--- config.mk ---
export PLATFORM = sky130hd
export DESIGN_NAME = spi_req_arbiter_flat
export DESIGN_NICKNAME = d
export VERILOG_FILES = /design/src/rtl/spi_arb_pkg.sv /design/src/rtl/spi_req_arbiter_if.sv /design/src/rtl/spi_rr_pick.sv /design/src/rtl/spi_req_arbiter.sv /design/src/flat_wrapper.sv
export SDC_FILE = /design/constraint.sdc
export NUM_CORES = 1
export LEC_CHECK = 0
export CAP_MARGIN = 20
export CORE_MARGIN = 3
export CORE_UTILIZATION = 35
export CTS_CLUSTER_SIZE = 25
export DETAILED_ROUTE_END_ITERATION = 16
export PLACE_DENSITY = 0.85
export SYNTH_ARGS = -nofsm -noshare
export SYNTH_HDL_FRONTEND = slang
export SYNTH_SLANG_ARGS = --single-unit
--- constraint.sdc ---
create_clock -name clk -period 2.4 [get_ports clk]
set_input_delay 0.72 -clock clk [delete_from_list [all_inputs] [get_ports clk]]
set_output_delay 0.72 -clock clk [all_outputs]
set_load 0.05 [all_outputs]
--- src/rtl/spi_arb_pkg.sv ---
// Shared types and constants for the SPI request arbiter.
package spi_arb_pkg;

  localparam int SPI_DATA_W = 8;

  typedef enum logic [1:0] {
    IDLE  = 2'd0,
    ISSUE = 2'd1,
    WAIT  = 2'd2,
    RESP  = 2'd3
  } arb_state_e;

  // Width of a requester index; never narrower than one bit.
  function automatic int id_w(input int n);
    return (n > 1) ? $clog2(n) : 1;
  endfunction

endpackage

--- src/rtl/spi_req_arbiter_if.sv ---
// Requester and SPI-controller signal bundle of spi_req_arbiter.
// slave = arbiter side, master = requesters plus controller side.
interface spi_req_arbiter_if
  import spi_arb_pkg::*;
#(
  parameter int NUM_REQ = 4
);

  localparam int ID_W = id_w(NUM_REQ);

  // requester side
  logic [NUM_REQ-1:0]            req;
  logic [NUM_REQ-1:0]            req_wr;
  logic [SPI_DATA_W*NUM_REQ-1:0] req_addr;
  logic [SPI_DATA_W*NUM_REQ-1:0] req_din;
  logic [NUM_REQ-1:0]            ack;
  logic [SPI_DATA_W-1:0]         rsp_dout;
  logic                          rsp_err;
  logic [ID_W-1:0]               grant_id;
  logic                          busy;

  // controller side
  logic                  spi_start;
  logic                  spi_wr;
  logic [SPI_DATA_W-1:0] spi_addr;
  logic [SPI_DATA_W-1:0] spi_din;
  logic                  spi_done;
  logic                  spi_err;
  logic [SPI_DATA_W-1:0] spi_dout;

  modport master (
    output req, req_wr, req_addr, req_din,
    output spi_done, spi_err, spi_dout,
    input  ack, rsp_dout, rsp_err, grant_id, busy,
    input  spi_start, spi_wr, spi_addr, spi_din
  );

  modport slave (
    input  req, req_wr, req_addr, req_din,
    input  spi_done, spi_err, spi_dout,
    output ack, rsp_dout, rsp_err, grant_id, busy,
    output spi_start, spi_wr, spi_addr, spi_din
  );

endinterface

--- src/rtl/spi_rr_pick.sv ---
// Combinational round-robin picker: first set req bit at or after last_grant+1.
module spi_rr_pick #(
  parameter  int NUM_REQ = 4,
  localparam int ID_W    = spi_arb_pkg::id_w(NUM_REQ)
) (
  input  logic [NUM_REQ-1:0] req,
  input  logic [ID_W-1:0]    last_grant,
  output logic [ID_W-1:0]    grant,
  output logic               valid
);

  int idx;

  // NOTE: every output gets a default before the loop so no path leaves it
  // unassigned; a missing default would infer a latch.
  always_comb begin
    grant = '0;
    valid = 1'b0;
    idx   = 0;
    // Scan farthest offset first so the nearest requester is the last write.
    for (int off = NUM_REQ; off >= 1; off--) begin
      idx = int'(last_grant) + off;
      if (idx >= NUM_REQ) idx = idx - NUM_REQ;
      if (req[idx]) begin
        grant = ID_W'(idx);
        valid = 1'b1;
      end
    end
  end

endmodule

--- src/rtl/spi_req_arbiter.sv ---
// Round-robin arbiter sharing one SPI controller among NUM_REQ requesters.
// Optional WAIT timeout enabled by defining SPI_ARB_TIMEOUT_EN.
module spi_req_arbiter
  import spi_arb_pkg::*;
#(
  parameter int NUM_REQ     = 4,
  parameter int TIMEOUT_CYC = 1024
) (
  input  logic               clk,
  input  logic               rst,
  spi_req_arbiter_if.slave   bus
);

  localparam int ID_W = id_w(NUM_REQ);

  if (NUM_REQ < 2 || NUM_REQ > 8 || TIMEOUT_CYC < 1) begin : g_bad_param
    $error("spi_req_arbiter: NUM_REQ must be 2..8 and TIMEOUT_CYC >= 1");
  end

  arb_state_e            state;
  arb_state_e            state_nxt;
  logic [ID_W-1:0]       last_grant;
  logic [ID_W-1:0]       grant_id;
  logic                  spi_wr;
  logic [SPI_DATA_W-1:0] spi_addr;
  logic [SPI_DATA_W-1:0] spi_din;
  logic [SPI_DATA_W-1:0] rsp_dout;
  logic                  rsp_err;

  logic [ID_W-1:0]       pick_id;
  logic                  pick_valid;
  logic                  grant_now;
  logic                  finish_now;
  logic                  timeout;

  spi_rr_pick #(.NUM_REQ(NUM_REQ)) u_pick (
    .req        (bus.req),
    .last_grant (last_grant),
    .grant      (pick_id),
    .valid      (pick_valid)
  );

`ifdef SPI_ARB_TIMEOUT_EN
  localparam int CNT_W = $clog2(TIMEOUT_CYC + 1);

  logic [CNT_W-1:0] wait_cnt;

  // Counts WAIT cycles; leaving WAIT on the last allowed cycle keeps it in range.
  always_ff @(posedge clk) begin
    if (rst || state != WAIT) wait_cnt <= '0;
    else                      wait_cnt <= wait_cnt + 1'b1;
  end

  assign timeout = (state == WAIT) && !bus.spi_done &&
                   (wait_cnt == CNT_W'(TIMEOUT_CYC - 1));
`else
  assign timeout = 1'b0;
`endif

  assign grant_now  = (state == IDLE) && pick_valid;
  assign finish_now = (state == WAIT) && (bus.spi_done || timeout);

  always_comb begin
    state_nxt = state;
    unique case (state)
      IDLE:    if (pick_valid) state_nxt = ISSUE;
      ISSUE:   state_nxt = WAIT;
      WAIT:    if (bus.spi_done || timeout) state_nxt = RESP;
      RESP:    state_nxt = IDLE;
      default: state_nxt = IDLE;
    endcase
  end

  // NOTE: state is updated with non-blocking assignments so every register
  // samples pre-edge values regardless of statement order.
  always_ff @(posedge clk) begin
    if (rst) state <= IDLE;
    else     state <= state_nxt;
  end

  // Transaction fields are frozen at grant; later requester changes are ignored.
  always_ff @(posedge clk) begin
    if (rst) begin
      last_grant <= ID_W'(NUM_REQ - 1);
      grant_id   <= '0;
      spi_wr     <= 1'b0;
      spi_addr   <= '0;
      spi_din    <= '0;
      rsp_dout   <= '0;
      rsp_err    <= 1'b0;
    end else begin
      if (grant_now) begin
        grant_id <= pick_id;
        spi_wr   <= bus.req_wr[pick_id];
        spi_addr <= bus.req_addr[SPI_DATA_W*pick_id +: SPI_DATA_W];
        spi_din  <= bus.req_din[SPI_DATA_W*pick_id +: SPI_DATA_W];
      end
      if (finish_now) begin
        if (bus.spi_done) begin
          rsp_err  <= bus.spi_err;
          rsp_dout <= (bus.spi_err || spi_wr) ? '0 : bus.spi_dout;
        end else begin
          rsp_err  <= 1'b1;
          rsp_dout <= '0;
        end
      end
      if (state == RESP) last_grant <= grant_id;
    end
  end

  always_comb begin
    bus.ack = '0;
    if (state == RESP) bus.ack = NUM_REQ'(1) << grant_id;
  end

  assign bus.spi_start = (state == ISSUE);
  assign bus.busy      = (state != IDLE);
  assign bus.grant_id  = grant_id;
  assign bus.spi_wr    = spi_wr;
  assign bus.spi_addr  = spi_addr;
  assign bus.spi_din   = spi_din;
  assign bus.rsp_dout  = rsp_dout;
  assign bus.rsp_err   = rsp_err;

endmodule

--- src/flat_wrapper.sv ---
// flat-port wrapper written by rule: the top's interface ports become plain ports
module spi_req_arbiter_flat import spi_arb_pkg::*;
#(
  parameter int NUM_REQ     = 4,
  parameter int TIMEOUT_CYC = 1024
)
  (clk, rst, bus_req, bus_req_wr, bus_req_addr, bus_req_din, bus_spi_done, bus_spi_err, bus_spi_dout, bus_ack, bus_rsp_dout, bus_rsp_err, bus_grant_id, bus_busy, bus_spi_start, bus_spi_wr, bus_spi_addr, bus_spi_din);
  spi_req_arbiter_if #(.NUM_REQ(NUM_REQ)) bus_i ();
  input  logic clk;
  input  logic rst;
  input wire logic [$bits(bus_i.req)-1:0] bus_req;
  input wire logic [$bits(bus_i.req_wr)-1:0] bus_req_wr;
  input wire logic [$bits(bus_i.req_addr)-1:0] bus_req_addr;
  input wire logic [$bits(bus_i.req_din)-1:0] bus_req_din;
  input wire logic [$bits(bus_i.spi_done)-1:0] bus_spi_done;
  input wire logic [$bits(bus_i.spi_err)-1:0] bus_spi_err;
  input wire logic [$bits(bus_i.spi_dout)-1:0] bus_spi_dout;
  output wire logic [$bits(bus_i.ack)-1:0] bus_ack;
  output wire logic [$bits(bus_i.rsp_dout)-1:0] bus_rsp_dout;
  output wire logic [$bits(bus_i.rsp_err)-1:0] bus_rsp_err;
  output wire logic [$bits(bus_i.grant_id)-1:0] bus_grant_id;
  output wire logic [$bits(bus_i.busy)-1:0] bus_busy;
  output wire logic [$bits(bus_i.spi_start)-1:0] bus_spi_start;
  output wire logic [$bits(bus_i.spi_wr)-1:0] bus_spi_wr;
  output wire logic [$bits(bus_i.spi_addr)-1:0] bus_spi_addr;
  output wire logic [$bits(bus_i.spi_din)-1:0] bus_spi_din;
  assign bus_i.req = bus_req;
  assign bus_i.req_wr = bus_req_wr;
  assign bus_i.req_addr = bus_req_addr;
  assign bus_i.req_din = bus_req_din;
  assign bus_i.spi_done = bus_spi_done;
  assign bus_i.spi_err = bus_spi_err;
  assign bus_i.spi_dout = bus_spi_dout;
  assign bus_ack = bus_i.ack;
  assign bus_rsp_dout = bus_i.rsp_dout;
  assign bus_rsp_err = bus_i.rsp_err;
  assign bus_grant_id = bus_i.grant_id;
  assign bus_busy = bus_i.busy;
  assign bus_spi_start = bus_i.spi_start;
  assign bus_spi_wr = bus_i.spi_wr;
  assign bus_spi_addr = bus_i.spi_addr;
  assign bus_spi_din = bus_i.spi_din;
  spi_req_arbiter #(.NUM_REQ(NUM_REQ), .TIMEOUT_CYC(TIMEOUT_CYC)) u_core (.clk(clk), .rst(rst), .bus(bus_i));
endmodule
==> results.txt, run 1 <==
Outcome: finished clean
Switching part of the total: 0.448
FILL cells: 417
Multi-input gate area: 1210 sq um
DR vias: 2101
Final worst-path cycle share: 0.965
First-pass GRT wire length: 9760 um
TritonRoute pass-1 iters: 4
Worst-Margin Slew: 526 ps
HP Class: flop to flop
Fin. max-slew vios: 0
Yosys cell types: 40
Peak VDD IR: 0.727 mV
Synth-to-Final Area Change: 73.0%
Leakage power: 1.32 nW
Commonest non-fill, non-tap cells in the layout: clkdlybuf4s50_1, dfxtp_1, mux2i_1
I/O pins: 118
Net Switching: 1.40 mW
Setup violations, final: 0
Avg WL per Cell: 15.0 um
Ant diodes: 0
DRC Markers: 0
Min Hold Slack: 470 ps
TritonCTS Sinks: 32
RSZ-0062 raised after global routing: no
IO Port Bufs: 117
Setup crit start kind: flop
Sequential cell area fraction in the yosys report: 0.321
Worst-path clk slew: 70 ps
Syn Inst Count: 209
Dpl hpwl: 4900 um
Commonest non-fill, non-tap cell in the layout: clkdlybuf4s50_1
Mean post-synth cell area: 9.54 sq um
Post-route ant nets: 0
Top cells by area, synth: dfxtp_1, mux2i_1, o221ai_2
CTS resizes: 0
Largest net degree at the start of global routing: 25
Setup Skew: 6.47 ps
CTS tree: built
Vias per inst: 5.15
Max Cap Violations: 0
Worst stage delay on the critical path: 850 ps
Maximum clock frequency: 432 MHz
CTS max path bufs: 2
RR Startpoint: u_core.state[1]
CTS hold repair buffers: 0
Clock root cell: clkbuf_8
Vias in the first global route: 2078
Power Density: 906 nW/um^2
Clock network fraction of total power: 0.167
Reg2reg setup slack: 760 ps
Postcts setup bufs: 0
Die H: 81.5 um
DIE WIDTH: 81.5 um
Yosys top cell by area: dfxtp_1
#FFs+latches synth: 32
Setup TNS: 0 ps
CP endpoint kind: output pin
Critical path buffers and inverters: 1
Latest clock arrival within the worst-skew pair: 290 ps
Initial Utilization: 0.376
Arrival time worst endpoint: 1600 ps
Crit Path Max Fanout: 6
Initial antenna violation count: 0
Worst Path Required: 1680 ps
Core ar.: 5300 sq um
CP startpoint: u_core.bus.grant_id[1]
Post-synth design cell area: 1990 sq um
CP Cell Sequence: clkdlybuf4s50_1
Crit-path slowest cell: clkdlybuf4s50_1
# nets final: 426
Hold path startpoint: u_core.bus.rsp_err
Synth Warn #: 0
WL final: 6120 um
Combinational share of power: 0.578
Synth top area share: 0.321
Num CTS Buffers: 5
Routability cong.: 0.821
Power Internal: 1.73 mW
Syn_nets: 298
Setup Crit Path Kind: flop to output pin
Hold Vio Cnt, Final: 0
Fin crit period: 2320 ps
Die ar.: 6640 sq um
Final core utilization: 0.651
GRT Resource Usage Total: 0.189
CTS H-tree depth: 2
Layout cells sized above 1: 0.154
Number of DRC markers in iteration 0: 88
Flop pwr share: 0.254
Critical path's top delay family: buffers and inverters
Rows: 26
GR Overflow Total: 0
Slew HR: 0.648
Reg area: 641 sq um
-- cell usage after synthesis --
cell / n
dfxtp_1: 32
mux2i_1: 24
nor2_1: 16
nand3b_1: 13
inv_1: 11
o221ai_2: 10
and4_1: 9
a211oi_1: 8
a22oi_1: 8
a31oi_1: 7
nand2_1: 6
o21ai_0: 6
a21oi_1: 5
ha_1: 5
nand2b_1: 5
clkbuf_1: 4
nor3_1: 4
o21bai_1: 4
buf_12: 3
buf_2: 3
o221ai_1: 3
nand3_1: 2
nand3_2: 2
nor2b_1: 2
nor3b_1: 2
a211o_1: 1
a21bo_2: 1
a21o_2: 1
a21oi_2: 1
and3_1: 1
buf_1: 1
buf_4: 1
buf_6: 1
nand2_2: 1
nand4_1: 1
nor2_4: 1
nor4_2: 1
o211ai_1: 1
o21ai_2: 1
o22a_1: 1
-- flip-flops by register name, indices dropped and copies added (netlist names) --
signal / flops
u_core.bus.spi_wr: 1
u_core.bus.spi_din: 8
u_core.bus.rsp_err: 1
u_core.bus.rsp_dout: 8
u_core.state: 2
u_core.bus.grant_id: 2
u_core.last_grant: 2
u_core.bus.spi_addr: 8
-- path summary, 6_finish.rpt --
check	depth (start not counted)	to
max reg2reg	6	u_core.bus.spi_addr[6]
max	1	bus_grant_id[1]
min reg2reg	2	u_core.bus.rsp_err
min	2	u_core.bus.rsp_err
-- power groups by stage --
stage                     sequential [mW]  combinational (mW)  clock (mW)
after floorplan                      1.24               0.735           0
after global placement              0.797                1.79           0
after detailed placement            0.803                1.81           0
after CTS                           0.795                1.82       0.534
after global routing                0.813                1.93       0.558
final                               0.795                1.81       0.523
-- cell type report --
class,instances,area share
repair buffers,134,0.394
multi-input cells,153,0.351
flip-flops and latches,32,0.186
well taps,70,0.0254
clock buffers,5,0.0199
clock inverters,3,0.0123
inverters,11,0.0120
-- kinds of logic (layout without fill, tap and decap cells) --
group | Yosys count | after routing | synth area share
simple gates | 66 | 66 | 0.206
buf+inv | 24 | 153 | 0.0772
mux | 24 | 24 | 0.120
fa+ha+maj | 5 | 5 | 0.0314
flops | 32 | 32 | 0.321
compound gates | 58 | 58 | 0.244
-- worst min-delay path, delay by kind of cell (launching register included) --
kind / cells / cell delay [ps]
AO/OA/AOI/OAI: 1 / 50
flip-flops: 1 / 320
AND/OR/NAND/NOR: 1 / 60
-- stage by stage --
step	power, mW	instance area [sq um]	instances	setup WS, ps
finish	3.13	3450	408	83.0
global route	3.30	3450	408	21.8
CTS	3.15	3450	408	76.4
detailed placement	2.62	3340	400	-118
global placement	2.59	3340	400	-106
floorplan	1.97	2000	209	175
-- per-layer routing --
metal,global-route usage,part of all wire
met4,0.0405,0.0064
met2,0.339,0.51
met5,0,0
met3,0.0592,0.082
met1,0.220,0.40
No activity file was read; power rests on OpenSTA's default activity.
==> run 2: changes to the inputs <==
SLEW_MARGIN = 15   (was not set)
==> results of run 2 <==
The final DEF is identical to that of run 1; final timing and power are the same.
==> run 3: changes to the inputs <==
CAP_MARGIN = 10   (was 20)
CORE_MARGIN = 5   (was 3)
SLEW_MARGIN = not set   (was 15)
==> run 3 against run 2 <==
  * Via count is 0.57% lower
  * Sequential cell count is the same
  * Combinational power is essentially flat
  * Register-to-register slack about the same
  * Non-clock buffer count is 1 higher
  * Critical endpoint is now bus_grant_id[0]
  * Global-route usage shrank 2.1 points
  * Sequential power shrank 0.6%
  * Final area is 0.73% higher
  * Clock power is 8.4% higher
  * Sequential share of layout area decreased by 0.13 points
  * Fmax hardly changed
==> results.txt, run 3 (synthesis results as in run 1) <==
Outcome: finished clean (unchanged)
RR Startpoint: u_core.state[1] (unchanged)
CTS hold repair buffers: 0 (unchanged)
HP Class: flop to flop (unchanged)
CTS resizes: 0 (unchanged)
Vias per inst: 5.08 (was 5.15)
GRT Resource Usage Total: 0.168 (was 0.189)
CTS H-tree depth: 2 (unchanged)
Worst stage delay on the critical path: 850 ps (about the same)
Overall Power: 3.19 mW (was 3.13 mW)
Routability cong.: 0.813 (was 0.821)
Ant diodes: 0 (unchanged)
Fin. max-slew vios: 0 (unchanged)
DR vias: 2089 (was 2101)
Core ar.: 5510 sq um (was 5300 sq um)
Commonest non-fill, non-tap cell in the layout: clkdlybuf4s50_1 (unchanged)
Maximum clock frequency: 431 MHz (was 432 MHz)
Arrival time worst endpoint: 1600 ps (about the same)
Vias in the first global route: 2129 (was 2078)
PnR worst setup slack: 81.3 ps (was 83.0 ps)
Leakage power: 1.34 nW (was 1.32 nW)
Worst Hold End: u_core.bus.rsp_err (unchanged)
Final worst-path cycle share: 0.966 (was 0.965)
Setup crit start kind: flop (unchanged)
Die H: 85.5 um (was 81.5 um)
TritonCTS Sinks: 32 (unchanged)
Latest clock arrival within the worst-skew pair: 280 ps (was 290 ps)
GR Overflow Total: 0 (unchanged)
Clock root cell: clkbuf_8 (unchanged)
Initial Utilization: 0.362 (was 0.376)
Commonest non-fill, non-tap cells in the layout: clkdlybuf4s50_1, dfxtp_1, mux2i_1 (unchanged)
CTS tree: built (unchanged)
Hold Crit Depth: 2 (unchanged)
Critical path's top delay family: buffers and inverters (unchanged)
Hold path startpoint: u_core.bus.rsp_err (unchanged)
Avg WL per Cell: 15.2 um (was 15.0 um)
Synth-to-Final Area Change: 74.2% (was 73.0%)
RSZ-0062 raised after global routing: no (unchanged)
TritonRoute pass-1 iters: 4 (unchanged)
Reg2reg path depth: 6 (unchanged)
Crit-path slowest cell: clkdlybuf4s50_1 (unchanged)
Postcts setup bufs: 0 (unchanged)
Biggest regs: u_core.bus.rsp_dout x8, u_core.bus.spi_addr x8, u_core.bus.spi_din x8 (unchanged)
Setup Crit Path Kind: flop to output pin (unchanged)
Fin crit period: 2320 ps (about the same)
Crit Path Max Fanout: 7 (was 6)
Critical path buffers and inverters: 1 (unchanged)
Rows: 27 (was 26)
FILL cells: 460 (was 417)
Setup violations, final: 0 (unchanged)
Worst-Margin Slew: 526 ps (about the same)
Dpl hpwl: 5140 um (was 4900 um)
Max Cap Violations: 0 (unchanged)
# nets final: 427 (was 426)
Die ar.: 7310 sq um (was 6640 sq um)
Multi-input gate area: 1210 sq um (unchanged)
Number of DRC markers in iteration 0: 47 (was 88)
WL final: 6240 um (was 6120 um)
Largest net degree at the start of global routing: 24 (was 25)
First-pass GRT wire length: 9960 um (was 9760 um)
Slew HR: 0.648 (about the same)
Reg2reg setup slack: 750 ps (was 760 ps)
Worst-path clk slew: 70 ps (about the same)
Peak VDD IR: 0.618 mV (was 0.727 mV)
Initial antenna violation count: 0 (unchanged)
Reg2reg end: u_core.bus.spi_addr[5] (was u_core.bus.spi_addr[6])
Hold Vio Cnt, Final: 0 (unchanged)
Power Density: 917 nW/um^2 (was 906 nW/um^2)
I/O pins: 118 (unchanged)
Worst Path Required: 1680 ps (about the same)
Reg area: 641 sq um (unchanged)
Num CTS Buffers: 5 (unchanged)
CP endpoint kind: output pin (unchanged)
DIE WIDTH: 85.5 um (was 81.5 um)
DRC Markers: 0 (unchanged)
Post-route ant nets: 0 (unchanged)
CP Cell Sequence: clkdlybuf4s50_1 (unchanged)
Setup Skew: 5.33 ps (was 6.47 ps)
CTS max path bufs: 2 (unchanged)
Layout cells sized above 1: 0.156 (was 0.154)
Setup WS pre-CTS: -125 ps (was -118 ps)
IO Port Bufs: 117 (unchanged)
-- run 3: changes by cell type in the layout (fill, tap and decap cells not counted) --
cell	delta
clkinv_2	-1
clkinvlp_4	-1
buf_4	+1
clkbuf_8	+2
-- run 3: area by class of cell --
| class | instances | share of cell area |
|---|---|---|
| Clock buffer | 7 | 0.0277 |
| Clock inverter | 1 | 0.00864 |
| Inverter | 11 | 0.0119 |
| Multi-Input combinational cell | 153 | 0.348 |
| Sequential cell | 32 | 0.184 |
| Tap cell | 72 | 0.0259 |
| Timing Repair Buffer | 135 | 0.393 |
-- run 3: metrics by stage --
| step | setup TNS [ps] | utilization | instance area, sq um | hold WS, ps | cells |
|---|---|---|---|---|---|
| 3_5_place_dp | -1200 | 0.608 | 3350 | 452 | 403 |
| 5_1_grt | 0 | 0.631 | 3470 | 480 | 411 |
| 4_1_cts | 0 | 0.631 | 3470 | 461 | 411 |
| 2_1_floorplan | 0 | - | 2000 | 499 | 209 |
| 3_3_place_gp | -744 | 0.608 | 3350 | 447 | 403 |
| 6_report | 0 | 0.631 | 3470 | 458 | 411 |
-- run 3: power breakdown --
group	switching, mW	total (mW)	leakage, nW	internal, mW
Combinational	1.08	1.83	1.01	0.745
Clock	0.201	0.567	0.0645	0.366
Sequential	0.105	0.790	0.263	0.685
-- run 3: per-layer routing --
layer | GRT usage | up-vias | part of all wire
met5 | 0 | - | 0
met4 | 0.0662 | 0 | 0.027
met3 | 0.0553 | 18 | 0.073
met2 | 0.304 | 87 | 0.52
met1 | 0.180 | 930 | 0.38
li1 | - | 1054 | -
-- run 3: worst max path at each step --
stage                      startpoint                     end  slack (ps)  cells past startpoint
6_report       u_core.bus.grant_id[0]         bus_grant_id[0]          80                      1
3_5_place_dp               bus_req[3]  u_core.bus.spi_addr[5]        -130                      7
5_1_grt        u_core.bus.grant_id[0]         bus_grant_id[0]          30                      1
4_1_cts        u_core.bus.grant_id[0]         bus_grant_id[0]          80                      1
3_3_place_gp               bus_req[3]  u_core.bus.spi_addr[6]         -90                      7
2_1_floorplan  u_core.bus.grant_id[1]              bus_ack[2]         180                      2
